[config.mk]
export PLATFORM = sky130hd
export DESIGN_NAME = rom_dot_seq
export DESIGN_NICKNAME = d
export VERILOG_FILES = /design/src/rtl/rom_dot_seq.sv
export SDC_FILE = /design/constraint.sdc
export NUM_CORES = 1
export LEC_CHECK = 0
export CAP_MARGIN = 20
export CELL_PAD_IN_SITES_DETAIL_PLACEMENT = 0
export CELL_PAD_IN_SITES_GLOBAL_PLACEMENT = 1
export CORE_AREA = 2 2 64 66
export DETAILED_ROUTE_END_ITERATION = 10
export DIE_AREA = 0 0 66 68
export GPL_ROUTABILITY_DRIVEN = 0
export GPL_TIMING_DRIVEN = 0
export PLACE_DENSITY_LB_ADDON = 0.05
export SLEW_MARGIN = 20
export SYNTH_ARGS = -nofsm -noshare
export SYNTH_HDL_FRONTEND = slang
export SYNTH_SLANG_ARGS = --single-unit
[constraint.sdc]
create_clock -name clk -period 5 [get_ports clk]
set_input_delay 1 -clock clk [delete_from_list [all_inputs] [get_ports clk]]
set_output_delay 1 -clock clk [all_outputs]
set_load 0.1 [all_outputs]
[src/rtl/rom_dot_seq.sv]
// rom_dot_seq: operand-pair sequencer feeding an external 4x4 multiply ROM.
//
// Accepts 4-bit operand pairs over a valid/ready handshake, registers them
// onto the ROM address ports, accumulates the ROM's 8-bit products, and
// after N pairs offers the dot-product sum over a valid/ready handshake.
//
// Ports:
//   clk         clock, rising edge
//   rst_n       asynchronous active-low reset
//   in_valid    operand pair valid
//   in_ready    pair can be accepted this cycle
//   a, b        operands
//   rom_n1/n2   registered ROM address drive
//   rom_result  ROM product (combinational from rom_n1/rom_n2)
//   out_valid   acc_out holds a completed sum
//   out_ready   downstream takes the sum
//   acc_out     accumulated sum (mod 2^ACC_W)
//   ovf         sticky wrap flag for the current sum
module rom_dot_seq #(
  parameter int N     = 4,
  parameter int ACC_W = 10,
  parameter int CNT_W = 3
) (
  input  logic             clk,
  input  logic             rst_n,
  input  logic             in_valid,
  output logic             in_ready,
  input  logic [3:0]       a,
  input  logic [3:0]       b,
  output logic [3:0]       rom_n1,
  output logic [3:0]       rom_n2,
  input  logic [7:0]       rom_result,
  output logic             out_valid,
  input  logic             out_ready,
  output logic [ACC_W-1:0] acc_out,
  output logic             ovf
);

  typedef enum logic [1:0] {
    ST_ACCEPT = 2'd0,
    ST_LOOKUP = 2'd1,
    ST_DONE   = 2'd2
  } state_e;

  // The add is done wide enough to hold both the full product and one
  // carry bit, so any bit above ACC_W marks a wrap even when ACC_W < 8.
  localparam int EXT_W = ((ACC_W > 8) ? ACC_W : 8) + 1;

  state_e             state_q, state_d;
  logic [3:0]         n1_q, n1_d;
  logic [3:0]         n2_q, n2_d;
  logic [ACC_W-1:0]   acc_q, acc_d;
  logic               ovf_q, ovf_d;
  logic [CNT_W-1:0]   cnt_q, cnt_d;

  logic [EXT_W-1:0]   sum_ext;
  logic               wrap;

  assign sum_ext = EXT_W'(acc_q) + EXT_W'(rom_result);
  assign wrap    = |sum_ext[EXT_W-1:ACC_W];

  always_ff @(posedge clk or negedge rst_n) begin
    if (!rst_n) begin
      state_q <= ST_ACCEPT;
      n1_q    <= '0;
      n2_q    <= '0;
      acc_q   <= '0;
      ovf_q   <= 1'b0;
      cnt_q   <= '0;
    end else begin
      state_q <= state_d;
      n1_q    <= n1_d;
      n2_q    <= n2_d;
      acc_q   <= acc_d;
      ovf_q   <= ovf_d;
      cnt_q   <= cnt_d;
    end
  end

  always_comb begin
    state_d = state_q;
    n1_d    = n1_q;
    n2_d    = n2_q;
    acc_d   = acc_q;
    ovf_d   = ovf_q;
    cnt_d   = cnt_q;
    case (state_q)
      ST_ACCEPT: begin
        if (in_valid) begin
          n1_d    = a;
          n2_d    = b;
          state_d = ST_LOOKUP;
        end
      end
      ST_LOOKUP: begin
        // ROM output reflects the address registered on the previous edge.
        acc_d = sum_ext[ACC_W-1:0];
        ovf_d = ovf_q | wrap;
        if (cnt_q == CNT_W'(N - 1)) begin
          cnt_d   = '0;
          state_d = ST_DONE;
        end else begin
          cnt_d   = cnt_q + CNT_W'(1);
          state_d = ST_ACCEPT;
        end
      end
      ST_DONE: begin
        if (out_ready) begin
          acc_d   = '0;
          ovf_d   = 1'b0;
          state_d = ST_ACCEPT;
        end
      end
      default: state_d = ST_ACCEPT;
    endcase
  end

  assign in_ready  = (state_q == ST_ACCEPT);
  assign out_valid = (state_q == ST_DONE);
  assign rom_n1    = n1_q;
  assign rom_n2    = n2_q;
  assign acc_out   = acc_q;
  assign ovf       = ovf_q;

endmodule

# [After elaboration in Yosys (flattened, before gate mapping)]
# Cells that the tools add are included.
[classes] muxes=9 n_bitwise=1 addsub=2 n_reduce_logical=5 eq_ne=5
[ops] operator="$pmux W10 S2" count=1
[ops] operator="$add A10 B8 Y11" count=1
[ops] operator="$mux W10" count=1
[ops] operator="$mux W2" count=3
[ops] operator="$pmux W2 S3" count=1
[ops] operator="$reduce_and A2 Y1" count=3
[ops] operator="$add A3 B1 Y3 const B" count=1
[ops] operator="$eq A3 B2 Y1 const B" count=1
[ops] operator="$mux W3" count=1
[ops] operator="$eq A2 B1 Y1 const B" count=1
[ops] operator="$eq A2 B2 Y1 const B" count=1
[ops] operator="$logic_not A2 Y1" count=1
[ops] operator="$ne A2 B1 Y1 const B" count=1
[ops] operator="$ne A2 B2 Y1 const B" count=1
[ops] operator="$pmux W1 S2" count=1
[ops] operator="$reduce_bool A2 Y1" count=1
[ops] operator="$mux W1" count=1
[ops] operator="$or A1 B1 Y1" count=1
[totals] out_inout_bits=21 wordCells=28 regBits=24 input_bits=20

# [Longest topological paths before layout]
# Gate-level depths: netlist (run 1).
[logic_depth] word_depth=3 depth_mapped=8 ltp_nobuf=8

# [Least setup slack after synthesis (run 1)]
# No wires, ideal clock.
[synth_path] path_type="register to output" start="reg state_q[0]" end="out out_valid" n_path_buf=1 stages_incl_launch_ff=3 path_slack_ns=2.005 required_ns=4.000 arrival_time_ns=1.995 cell_sequence="dfrtp_1 -> clkbuf_1 -> nor2b_1"
[synth_between] elab_chain_len=1
[synth_lines] element="start: declaration" line_no="49" rtl="state_e state_q, state_d;"
[synth_lines] element="start signal: assignment" line_no="71" rtl="state_q <= state_d;"
[synth_lines] element="$eq A2 B2 Y1" line_no="119" rtl="assign out_valid = (state_q == ST_DONE);"
[synth_lines] element="end: declaration" line_no="33" rtl="output logic out_valid,"
# No other way between the ends.

# [Worst setup path in the final report (run 1)]
# Same ends and word-level chain as after synthesis.

==> summary.txt, run 1 <==
Worst setup path
  • Critical Path Source Type: flop
  • Category of the most critical setup path: reg2out
  • Endpoint arrival time on the critical path: approximately 2.4 ns
  • Critical-path cell list: clkbuf_1 -> nor2b_1 -> clkdlybuf4s50_1
  • Logic depth of the worst register-to-register path: 8
  • Capturing element type of the critical path: output pin
  • Largest fanout of any net on the critical path: 10
  • Critical path's slowest cell: clkdlybuf4s50_1
  • Data required time of the critical path: 4.00 ns
  • Crit-path max cell delay: 1.18 ns

Floorplanning
  • Initial cell density of the core: between 30% and 40%
  • Horizontal die dimension: 66 um
  • Ports: 41
  • Die area: between 4000 and 5000 sq um
  • FP Rows: 23
  • Floorplan Core Area: between 3000 and 4000 sq um
  • Vertical extent of the die: 68 um

Synthesis
  • Number of synthesized flops with an enable pin: 0
  • Synthesized Nets: 162
  • Post-synthesis area per instance: 10.5 sq um
  • Yosys Warn Count: 0
  • Area contributors post-synth: dfrtp_1, ha_1, mux2_2, nand2_1, a21o_1
  • Share of synthesized flip-flops with an asynchronous set or reset: 100%
  • Commonest cells in the netlist: dfrtp_1, nand2_1, ha_1, nor2_1, mux2_2
  • Post-Synthesis Cells: around 130
  • Flip-flop and latch count after synthesis: 24
  • Synth unique cells: 35
  • Commonest register cell after synthesis: dfrtp_1
  • Part of the Yosys area used for sequential elements: 43.2%
  • Share of the synthesized area in the top cell type: a little over two fifths
  • Cell type contributing the most total cell area after synthesis: dfrtp_1
  • Post-Synthesis Cell Area: 1390 sq um
  • Dominant cell by count in the synthesized netlist: dfrtp_1

Global route
  • Global route overflow: 0
  • Vias in the first global route: 1245
  • Antenna violations before repair: 0
  • Pin count of the biggest net entering global routing: 25
  • Total routing usage reported by global routing: 16.8%
  • First-pass GRT wire length: 5.71 mm

Final layout
  • Filler instances: around 370
  • Area Overhead vs Synth: 36.9%
  • Share of final-layout standard cells stronger than drive strength 1: 15.3%
  • Total inserted antenna cells: 0
  • Final design instance area without fill: 1900 sq um
  • Number of nets at the end of the flow: 207

Timing
  • Number of failing hold endpoints at the final stage: 0
  • Final clock skew: 0.00383 ns
  • Worst setup margin: 1.57 ns
  • Final setup violating endpoints: 0
  • Worst-Margin Slew: just under 1 ns
  • Unrepaired setup endpoints after global routing: false
  • Final min period: approximately 3.4 ns
  • Max Freq: approximately 290 MHz
  • Number of max-slew violations in the final report: 0
  • Final sum of negative setup slack: 0 ns
  • Final clock period utilization by the worst path: 68.6%
  • Max transition margin: 34.3%

Drt
  • Detail-routed net length per standard cell: 14.2 um
  • DR pass1 iterations: 4
  • Via count: 1117
  • Post-Route WL: 3.21 mm
  • Vias per Instance: 4.94
  • Detail Route Antenna Nets: 0
  • Violation count after the first detailed-route iteration: 52
  • Total DRC errors in the routed layout: 0

Placed design
  • Hpwl dp: 2.35 mm
  • Count of buffers inserted at the top-level ports: 40
  • Setup slack at placement: 1.88 ns
  • Cell area after placement: 1850 sq um

Hold path
  • Type of the tightest min-delay check: reg2reg
  • Hold-critical path depth: 1

Clock tree
  • Clk Tree Root Cell: clkbuf_8
  • Number of setup buffers added after CTS: 0
  • Clock transition at the register clock pins on the worst setup and hold paths after CTS: 0.09 ns
  • Number of hold-repair buffers added at the cts stage: 0
  • Clock latency reported for the late side of the worst-skew pair: 0.27 ns
  • Maximum number of buffers from clock root to sink: 2
  • Resize count post-CTS: 0
  • TritonCTS Buffers: 3
  • TritonCTS clock tree: yes
  • Total clock sinks: 24
  • H-tree Lvls: 1

Run status
  • Status: completed

Run
  • Max-capacitance violation count: 0
## sequential cells by signal, summed over array words and instances (netlist names)
name,flops
state_q,2
acc_out,10
cnt_q,3
ovf,1
rom_n1,4
rom_n2,4
## worst paths after layout
path | start | end | slack (ns)
worst min-delay path | ovf | ovf | 0.50
worst max register to register | acc_out[0] | acc_out[8] | 2.92
max in group asynchronous | rst_n | rom_n1[2] | 3.91
worst max-delay path | state_q[0] | out_valid | 1.57
min in group asynchronous | rst_n | acc_out[6] | 0.71
worst min register to register | ovf | ovf | 0.50
## final cells by class
type,instances,area (sq um),area share [%]
inverters,6,22.5,1.18
plain buffers,5,21.3,1.12
multi-input cells,97,746,39.2
flip-flops and latches,24,601,31.6
clock buffers,4,55.1,2.89
repair buffers,40,395,20.8
well taps,50,62.6,3.29
## through the flow
stage               hold WS, ns  utilization (%)  instances
floorplan                 0.450                -        132
global placement          0.469             48.1        222
detailed placement        0.474             47.9        222
CTS                       0.499             49.4        226
global route              0.510             49.4        226
finish                    0.496             49.4        226
## critical path: cells and delay by family (launching register included)
family                 cells  cell delay, ns
and+or+nand+nor            1            0.28
DFF                        1            0.42
buffers and inverters      2            1.46
## cell families (layout without fill, tap and decap cells)
logic type / Yosys count / count (layout) / synth area share (%)
compound gates: 33 / 33 / 19.8
simple gates: 40 / 40 / 14.0
flops: 24 / 24 / 43.2
buf+inv: 11 / 55 / 3.15
fa+ha+maj: 10 / 10 / 9.54
xor+xnor: 5 / 5 / 3.15
mux: 9 / 9 / 7.20
## cells in the final DEF, fill, tap and decap left out, types with 3 or more instances in the layout
master,n
nor2_1,9
mux2_2,8
ha_1,9
nand2_1,19
clkdlybuf4s50_1,39
xnor2_1,4
buf_2,3
inv_1,6
a221oi_2,3
dfrtp_1,24
clkbuf_1,3
a21o_1,7
a221oi_1,3
a21oi_1,3
clkbuf_8,4
nand2b_1,4
## layer usage
layer | up-vias | part of all wire (%) | global-route usage [%]
met4 | 0 | 1.8 | 6.63
met5 | - | 0 | 0
met2 | 25 | 48 | 28.2
met1 | 526 | 46 | 21.4
met3 | 7 | 4.4 | 3.29
li1 | 559 | - | -
Power of run 1 is not shown: default switching activity piles up to over one toggle a cycle in this logic, so the estimate is an artifact.
==> run 2, diff against run 1 <==
--- a/config.mk
+++ b/config.mk
@@ -8,9 +8,9 @@
 export CAP_MARGIN = 20
 export CELL_PAD_IN_SITES_DETAIL_PLACEMENT = 0
 export CELL_PAD_IN_SITES_GLOBAL_PLACEMENT = 1
-export CORE_AREA = 2 2 64 66
+export CORE_AREA = 2 2 69 71
 export DETAILED_ROUTE_END_ITERATION = 10
-export DIE_AREA = 0 0 66 68
+export DIE_AREA = 0 0 71 73
 export GPL_ROUTABILITY_DRIVEN = 0
 export GPL_TIMING_DRIVEN = 0
 export PLACE_DENSITY_LB_ADDON = 0.05
==> constraint.sdc (replaced) <==
create_clock -name clk -period 2.8 [get_ports clk]
set_input_delay 0.56 -clock clk [delete_from_list [all_inputs] [get_ports clk]]
set_output_delay 0.56 -clock clk [all_outputs]
set_load 0.1 [all_outputs]
==> run 2 against run 1 <==
Clock skew decreased by 0.0027 ns; routed wire length decreased by 3.9%; die area increased by 15%; cell area increased by 0.20%; critical path depth unchanged; first-iteration DRC count decreased by 31%.
==> summary.txt, run 2 (synthesized netlist as in run 1, its figures left out) <==
Global route
  • Pin count of the biggest net entering global routing: 25 (unchanged)
  • Vias in the first global route: 1196 (-3.9%)
  • Total routing usage reported by global routing: 13.0% (-3.7 points)
  • Global route overflow: 0 (unchanged)
  • Antenna violations before repair: 0 (unchanged)
  • First-pass GRT wire length: 5.33 mm (-6.8%)

Drt
  • Via count: 1114 (-0.27%)
  • Vias per Instance: 4.84 (-2.0%)
  • Post-Route WL: 3.08 mm (-3.9%)
  • DR pass1 iterations: 4 (unchanged)
  • Violation count after the first detailed-route iteration: 36 (-31%)
  • Detail-routed net length per standard cell: 13.4 um (-5.6%)
  • Total DRC errors in the routed layout: 0 (unchanged)
  • Detail Route Antenna Nets: 0 (unchanged)

Timing
  • Final min period: around 2.6 ns
  • Worst-Margin Slew: 0.971 ns (-0.0121 ns)
  • Number of failing hold endpoints at the final stage: 0 (unchanged)
  • Max transition margin: 35.1% (+0.81 points)
  • Final clock period utilization by the worst path: 94.6%
  • Number of max-slew violations in the final report: 0 (unchanged)
  • Final setup violating endpoints: 0 (unchanged)
  • Final clock skew: 0.00116 ns (-0.00266 ns)
  • Final sum of negative setup slack: 0 ns (unchanged)
  • Unrepaired setup endpoints after global routing: false
  • Max Freq: about 380 MHz

Worst setup path
  • Reg2reg start: acc_out[0]
  • Setup slack, reg-to-reg: 0.73 ns (-2.19 ns)
  • Data required time of the critical path: 2.24 ns (-1.76 ns)
  • Capturing element type of the critical path: output pin
  • Endpoint arrival time on the critical path: 2.09 ns (-0.34 ns)
  • Crit-path max cell delay: 0.90 ns (-0.28 ns)
  • Worst setup startpoint: state_q[0]
  • Critical Path Source Type: flop
  • Logic depth of the worst register-to-register path: 8 (unchanged)
  • Largest fanout of any net on the critical path: 10 (unchanged)
  • Critical-path cell list: clkbuf_1 -> nor2b_1 -> dlygate4sd2_1
  • Destination of the worst register-to-register timing path: acc_out[8]
  • Category of the most critical setup path: reg2out
  • Critical path's slowest cell: dlygate4sd2_1
  • End point of the critical path: out_valid

Final layout
  • Filler instances: 429 (+16%)
  • Most common cell after layout, fill and taps aside: clkdlybuf4s50_1
  • Area used by multi-input combinational logic: 746 sq um (unchanged)
  • Share of final-layout standard cells stronger than drive strength 1: 15.3% (unchanged)
  • Area Overhead vs Synth: 37.2%
  • Commonest non-fill, non-tap cells in the layout: clkdlybuf4s50_1, dfrtp_1, nand2_1
  • Sequential cell area: 601 sq um (unchanged)
  • Number of nets at the end of the flow: 207 (unchanged)
  • Total inserted antenna cells: 0 (unchanged)
  • Max reg flops: 10 (unchanged)

Floorplanning
  • Initial cell density of the core: 30.6% (-5.4 points)
  • Vertical extent of the die: 73 um (+7.4%)
  • Die area: 5180 sq um (+15%)
  • Ports: 41 (unchanged)
  • Floorplan Core Area: 4540 sq um (+18%)
  • FP Rows: 25 (+8.7%)
  • Horizontal die dimension: 71 um (+7.6%)

Clock tree
  • Maximum number of buffers from clock root to sink: 2 (unchanged)
  • TritonCTS clock tree: yes
  • TritonCTS Buffers: 3 (unchanged)
  • Clock latency reported for the late side of the worst-skew pair: 0.27 ns (about the same)
  • H-tree Lvls: 1 (unchanged)
  • Number of hold-repair buffers added at the cts stage: 0 (unchanged)
  • Clk Tree Root Cell: clkbuf_8
  • Total clock sinks: 24 (unchanged)
  • Clock transition at the register clock pins on the worst setup and hold paths after CTS: 0.08 ns (about the same)

Placed design
  • Count of buffers inserted at the top-level ports: 40 (unchanged)
  • Hpwl dp: 2.36 mm (+0.38%)

Run status
  • Status: completed

Hold path
  • Type of the tightest min-delay check: in2async

Run
  • Max-capacitance violation count: 0 (unchanged)
## run 2: cell types whose count changed in the layout (fill, tap and decap cells not counted), sizes merged
| cell | change |
|---|---|
| clkdlybuf4s50 | -1 |
| dlygate4sd2 | +1 |
## run 2: worst max-delay path, delay by kind of cell (launching register included)
family | cells | cell delay [ns]
buf+inv | 2 | 1.15
flops | 1 | 0.41
simple gates | 1 | 0.26
## run 2: worst min path at each step
stage	from	end	slack (ns)	depth (start not counted)
6_report	rst_n	rom_n1[1]	0.27	1
5_1_grt	rst_n	rom_n2[2]	0.30	1
3_5_place_dp	cnt_q[1]	cnt_q[1]	0.47	2
3_3_place_gp	cnt_q[1]	cnt_q[1]	0.47	2
4_1_cts	rst_n	rom_n1[1]	0.29	1
2_1_floorplan	rst_n	acc_out[0]	0.26	0
## run 2: what timing repair did
item,in CTS,in global routing
buffers inserted,0,0
gates resized for setup,1,0
endpoints found under the setup margin,1,0
## run 2: metrics by stage
| step | cells | instance area, sq um | hold slack [ns] | setup WS, ns | util, % |
|---|---|---|---|---|---|
| 2_1_floorplan | 132 | 1390 | 0.264 | 0.216 | - |
| 3_3_place_gp | 226 | 1860 | 0.469 | 0.110 | 41.0 |
| 3_5_place_dp | 226 | 1850 | 0.469 | 0.0947 | 40.9 |
| 4_1_cts | 230 | 1910 | 0.287 | 0.118 | 42.0 |
| 5_1_grt | 230 | 1910 | 0.303 | 0.00434 | 42.0 |
| 6_report | 230 | 1910 | 0.266 | 0.151 | 42.0 |
## run 2: area by class of cell
| type | count | area share, % |
|---|---|---|
| repair buffers | 40 | 20.7 |
| inverters | 6 | 1.18 |
| flip-flops and latches | 24 | 31.5 |
| well taps | 54 | 3.54 |
| plain buffers | 5 | 1.12 |
| multi-input cells | 97 | 39.1 |
| clock buffers | 4 | 2.89 |
## run 2: routing by layer
layer / track usage, % / part of all wire [%] / up-vias
met2: 22.7 / 47 / 32
met5: 0 / 0 / -
li1: - / - / 558
met3: 3.18 / 6.4 / 4
met4: 4.40 / 1.2 / 0
met1: 15.8 / 45 / 520
Power of run 2 is left out for the same reason.
==> run 3, diff against run 2 <==
--- a/config.mk
+++ b/config.mk
@@ -11,7 +11,6 @@
 export CORE_AREA = 2 2 69 71
 export DETAILED_ROUTE_END_ITERATION = 10
 export DIE_AREA = 0 0 71 73
-export GPL_ROUTABILITY_DRIVEN = 0
 export GPL_TIMING_DRIVEN = 0
 export PLACE_DENSITY_LB_ADDON = 0.05
 export SLEW_MARGIN = 20
==> results of run 3 <==
Same layout as run 2: the final DEF is identical, and so are final timing and power.
Power of run 3 is left out for the same reason.
